<file path="config.mk">
export PLATFORM = sky130hd
export DESIGN_NAME = dispense_sequencer
export DESIGN_NICKNAME = d
export VERILOG_FILES = /design/src/rtl/dispense_sequencer.sv
export SDC_FILE = /design/constraint.sdc
export NUM_CORES = 1
export LEC_CHECK = 0
export ABC_AREA = 1
export CAP_MARGIN = 20
export CORE_MARGIN = 2
export CORE_UTILIZATION = 45
export CTS_CLUSTER_SIZE = 30
export DETAILED_ROUTE_END_ITERATION = 8
export PLACE_DENSITY_LB_ADDON = 0.05
export SLEW_MARGIN = 10
export SYNTH_ARGS = -nofsm -noshare
export SYNTH_HDL_FRONTEND = slang
export SYNTH_SLANG_ARGS = --single-unit
export TNS_END_PERCENT = 5
</file>
<file path="constraint.sdc">
create_clock -name clk -period 1.7 [get_ports clk]
set_input_delay 0.34 -clock clk [delete_from_list [all_inputs] [get_ports clk]]
set_output_delay 0.34 -clock clk [all_outputs]
set_load 0.01 [all_outputs]
</file>
<file path="src/rtl/dispense_sequencer.sv">
// rtl/dispense_sequencer.sv - grain gate sequencer for one dispense order
// Times open/pause phases from the periodic timer tick and gates the timer enable.
module dispense_sequencer #(
  parameter int MAX_PORTIONS      = 9,
  parameter int TICKS_PER_PORTION = 2,
  parameter int PAUSE_TICKS       = 1
) (
  input  logic       clk,
  input  logic       reset,
  input  logic       start,
  input  logic [3:0] portions,
  input  logic       abort,
  input  logic       jam,
  input  logic       fault_clr,
  input  logic       tick,
  output logic       timer_run,
  output logic       gate_open,
  output logic       busy,
  output logic       done,
  output logic       fault,
  output logic [3:0] portions_left
);

  localparam int CNT_MAX = (TICKS_PER_PORTION > PAUSE_TICKS) ? TICKS_PER_PORTION : PAUSE_TICKS;
  localparam int CW      = $clog2(CNT_MAX + 1);
  localparam logic [CW-1:0] OPEN_LAST  = CW'(TICKS_PER_PORTION - 1);
  localparam logic [CW-1:0] PAUSE_LAST = CW'(PAUSE_TICKS - 1);
  localparam logic [3:0]    MAX_P      = 4'(MAX_PORTIONS);

  typedef enum logic [1:0] {S_IDLE, S_OPEN, S_PAUSE, S_FAULT} state_t;

  state_t        state_q, state_d;
  logic [CW-1:0] cnt_q, cnt_d;
  logic [3:0]    left_d;
  logic          done_d;
  logic          tick_en;

  // A tick only counts while the timer is actually enabled.
  assign tick_en = tick & timer_run;

  always_comb begin
    state_d = state_q;
    cnt_d   = cnt_q;
    left_d  = portions_left;
    done_d  = 1'b0;
    unique case (state_q)
      S_IDLE: begin
        if (start) begin
          if (portions != 4'd0 && portions <= MAX_P) begin
            state_d = S_OPEN;
            left_d  = portions;
            cnt_d   = '0;
          end else begin
            state_d = S_FAULT;
          end
        end
      end
      S_OPEN: begin
        if (jam) begin
          state_d = S_FAULT;
          cnt_d   = '0;
        end else if (abort) begin
          state_d = S_IDLE;
          left_d  = 4'd0;
          cnt_d   = '0;
        end else if (tick_en) begin
          if (cnt_q == OPEN_LAST) begin
            cnt_d  = '0;
            left_d = portions_left - 4'd1;
            if (portions_left == 4'd1) begin
              state_d = S_IDLE;
              done_d  = 1'b1;
            end else begin
              state_d = S_PAUSE;
            end
          end else begin
            cnt_d = cnt_q + 1'b1;
          end
        end
      end
      S_PAUSE: begin
        // Gate is closed here, so jam is deliberately not examined.
        if (abort) begin
          state_d = S_IDLE;
          left_d  = 4'd0;
          cnt_d   = '0;
        end else if (tick_en) begin
          if (cnt_q == PAUSE_LAST) begin
            cnt_d   = '0;
            state_d = S_OPEN;
          end else begin
            cnt_d = cnt_q + 1'b1;
          end
        end
      end
      S_FAULT: begin
        if (fault_clr) begin
          state_d = S_IDLE;
          left_d  = 4'd0;
        end
      end
      default: state_d = S_IDLE;
    endcase
  end

  // Outputs are registered from the next state so they change on the same edge.
  always_ff @(posedge clk or posedge reset) begin
    if (reset) begin
      state_q       <= S_IDLE;
      cnt_q         <= '0;
      portions_left <= 4'd0;
      done          <= 1'b0;
      gate_open     <= 1'b0;
      timer_run     <= 1'b0;
      busy          <= 1'b0;
      fault         <= 1'b0;
    end else begin
      state_q       <= state_d;
      cnt_q         <= cnt_d;
      portions_left <= left_d;
      done          <= done_d;
      gate_open     <= (state_d == S_OPEN);
      timer_run     <= (state_d == S_OPEN) || (state_d == S_PAUSE);
      busy          <= (state_d == S_OPEN) || (state_d == S_PAUSE);
      fault         <= (state_d == S_FAULT);
    end
  end

endmodule

</file>
==> results of run 1 <==
## power by group
part | switching (W) | internal, W | total [W]
combinational | 0.000761 | 0.000688 | 0.00145
sequential | 0.0000963 | 0.000386 | 0.000482
clock | 0.000119 | 0.000131 | 0.000249
total | 0.000975 | 0.00120 | 0.00218
## worst register-to-register path: stages (launching register included)
cell	delay, ps
dfrtp_1	390
buf_4	150
ha_1	200
inv_1	70
nor2_2	40
nand2_1	80
a21oi_2	50
nor2_1	100
o21ai_1	100
buf_4	150
ha_2	170
## synthesized netlist by cell type
library cell / n
nand2_1: 43
inv_1: 21
ha_1: 14
nand3_1: 14
nor2_1: 13
dfrtp_1: 12
a21oi_1: 8
o21ai_0: 6
nand2_2: 3
nor2_4: 2
a21boi_0: 1
buf_4: 1
inv_2: 1
o21bai_1: 1
xnor2_1: 1
## repair_timing
action                                  in CTS  in global routing
setup buffers                                0                  4
gates resized for setup                      0                 17
endpoints found under the setup margin       0                  9
## stage by stage
stage / std cells / setup slack (ps) / setup TNS [ps] / area [sq um]
detailed placement: 202 / -132.6 / -442.1 / 1318
CTS: 206 / 39.32 / 0 / 1354
global placement: 202 / -87.78 / -171.7 / 1318
floorplan: 141 / 28.09 / 0 / 980.9
finish: 210 / 73.14 / 0 / 1423
global route: 210 / -33.33 / -72.30 / 1423
## flip-flops by register name, summed over array words and instances, names as in the netlist
register	flops
portions_left	4
cnt_q	2
state_q	2
busy	1
done	1
fault	1
gate_open	1
## path summary, 6_finish.rpt
path / startpoint / endpoint / slack (ps) / cells after the start
max: portions_left[2] / portions_left[2] / 70 / 1
min: reset / portions_left[0] / 360 / 2
max reg2reg: state_q[1] / fault / 80 / 10
min reg2reg: cnt_q[1] / cnt_q[1] / 540 / 2
max in group asynchronous: reset / cnt_q[0] / 990 / 2
min in group clk: cnt_q[1] / cnt_q[1] / 540 / 2
## logic make-up after synthesis
logic type | after synthesis | share of synthesized area [%]
simple gates | 75 | 32.78
buf+inv | 23 | 9.184
compound gates | 16 | 8.674
fa+ha+maj | 14 | 17.86
flops | 12 | 30.61
xor+xnor | 1 | 0.8930
## final cells by class
type	count	share of cell area [%]
multi-input combinational	106	44.15
timing repair buffer	39	23.92
sequential	12	21.20
inverter	22	5.805
clock buffer	4	2.551
tap	27	2.375
## layer usage
| layer | wire length [microns] | vias up | share of wire [%] |
|---|---|---|---|
| li1 | - | 525 | - |
| met1 | 1143 | 459 | 46 |
| met2 | 1182 | 28 | 47 |
| met3 | 133 | 6 | 5.3 |
| met4 | 36 | 0 | 1.4 |
| met5 | 0 | - | 0 |
==> load_flow_metrics.sql, run 1 <==
INSERT INTO impl_metrics (metric_group, metric, value, unit) VALUES
('yosys', 'synth_area_leader_cell', 'dfrtp_1', ''),
('yosys', 'synth.ff_latch_count', '12', ''),
('detailed_routing', 'routed_len_inst', '11.89', 'microns'),
('outcome', 'status', 'complete, no violations', ''),
('floorplan', 'design.portCount', '20', ''),
('detailed_routing', 'post_detailed_route_drc_marker_count', '0', ''),
('setup_path', 'path_class', 'flip-flop to output pin', ''),
('final_layout', 'area_growth_from_synthesis_to_final_layout', '45.03', '%'),
('final_layout', 'top_library_cells_by_usage_in_the_layout_fill_and_taps_aside', 'nand2_1 (41), buf_4 (20), clkdlybuf4s50_1 (19)', ''),
('global_routing', 'global_route.peak_usage_layer', 'met2', ''),
('yosys', 'postSynthNetCount', '166', ''),
('setup_path', 'critPathSlowestCell', 'clkdlybuf4s50_1', ''),
('sta', 'post_route_clock_period_utilization', '95.70', '%'),
('yosys', 'synth_area', '980.9', 'sq um'),
('floorplan', 'die_width', '50.69', 'microns'),
('clock_network', 'clock_latency', '290', 'ps'),
('global_routing', 'wire_length_of_the_first_global_routing_pass', '4.236', 'mm'),
('final_layout', 'multi_input_logic_area', '628.1', 'sq um'),
('global_routing', 'met2_usage', '37.28', '%'),
('yosys', 'yosys-top-cells-area', 'dfrtp_1 (31%), ha_1 (18%), nand2_1 (16%)', ''),
('yosys', 'synthesis.instances', '141', ''),
('sta', 'drv_slew', '0', ''),
('yosys', 'synth-warning-count', '0', ''),
('floorplan', 'floorplan.die_area', '2569', 'sq um'),
('sta', 'least_margin_pin_slew', '479.4', 'ps'),
('final_layout', 'storage_element_area', '301.5', 'sq um'),
('sta', 'setup_viol', '0', ''),
('final_layout', 'fillers', '160', ''),
('global_routing', 'grt_residual_overflow', '0', ''),
('global_routing', 'grt_max_degree', '13', ''),
('sta', 'final_period_minus_worst_setup_slack', '1627', 'ps'),
('clock_network', 'htree_num_levels', '1', ''),
('global_routing', 'global_route.usage.total', '21.83', '%'),
('clock_network', 'clk_path_buf_depth', '2', ''),
('pwr', 'pwr_density_cell', '1533', 'nW/um^2'),
('pwr', 'design_power_total', '0.002180', 'W'),
('placed_design', 'final_weighted_congestion_of_routability_driven_global_placement', '0.8712', ''),
('global_routing', 'gr-usage-met3', '6.250', '%'),
('detailed_routing', 'route.vias.total', '1018', ''),
('pwr', 'p_leak', '0.7405', 'nW'),
('final_layout', 'nNetsFinal', '209', ''),
('detailed_routing', 'ant_nets', '0', ''),
('setup_path', 'endpoint_kind', 'output pin', ''),
('final_layout', 'final_core_utilization', '71.06', '%'),
('sta', 'finalClockSkew', '2.213', 'ps'),
('global_routing', 'grt_util_met1', '26.89', '%'),
('setup_path', 'critical_path_buffer_and_inverter_count', '1', ''),
('yosys', 'synth_seq_area_share', '30.61', '%'),
('min_path', 'min_path_type', 'input port to asynchronous set/reset pin', ''),
('clock_network', 'cts_root_buffer', 'clkbuf_4', ''),
('detailed_routing', 'total_routed_length', '2.496', 'mm'),
('setup_path', 'slowest_delay', '560', 'ps'),
('sta', 'timing.fmax', '0.6147', 'GHz'),
('global_routing', 'grt_antenna_before_repair', '0', ''),
('clock_network', 'cts_tree', 'built', ''),
('setup_path', 'crit_path_start_kind', 'flip-flop', ''),
('sta', 'hold_ws', '357.9', 'ps'),
('setup_path', 'crit_path_cell_trace', 'clkdlybuf4s50_1', ''),
('detailed_routing', 'drtIter0Drc', '18', ''),
('detailed_routing', 'drt_pass1_iterations', '4', ''),
('setup_path', 'crit_family', 'buffers and inverters', ''),
('run', 'drv_cap', '0', ''),
('placed_design', 'dp.final_hpwl', '1.918', 'mm'),
('clock_network', 'clock_sink_count', '12', ''),
('final_layout', 'layout-drive-gt1-share', '24.59', '%'),
('setup_path', 'cp_max_fo', '5', ''),
('setup_path', 'required_worst_endpoint', '1360', 'ps'),
('detailed_routing', 'routed_via_density', '4.848', ''),
('placed_design', 'number_of_port_buffers', '19', ''),
('clock_network', 'clk_pin_slew', '90', 'ps'),
('clock_network', 'holdBufCountCts', '0', '');
Power figures use the tool's default switching activity.
==> run 2: changes to the inputs <==
--- a/config.mk
+++ b/config.mk
@@ -16,4 +16,4 @@
 export SYNTH_ARGS = -nofsm -noshare
 export SYNTH_HDL_FRONTEND = slang
 export SYNTH_SLANG_ARGS = --single-unit
-export TNS_END_PERCENT = 5
+export TNS_END_PERCENT = 20
==> results of run 2 <==
Same layout as run 1: the final DEF is identical, and so are final timing and power.
==> run 3: changes to the inputs <==
--- a/config.mk
+++ b/config.mk
@@ -12,6 +12,7 @@
 export CTS_CLUSTER_SIZE = 30
 export DETAILED_ROUTE_END_ITERATION = 8
 export PLACE_DENSITY_LB_ADDON = 0.05
+export SKIP_CTS_REPAIR_TIMING = 1
 export SLEW_MARGIN = 10
 export SYNTH_ARGS = -nofsm -noshare
 export SYNTH_HDL_FRONTEND = slang
==> results of run 3 <==
Same layout as run 1: the final DEF is identical, and so are final timing and power.
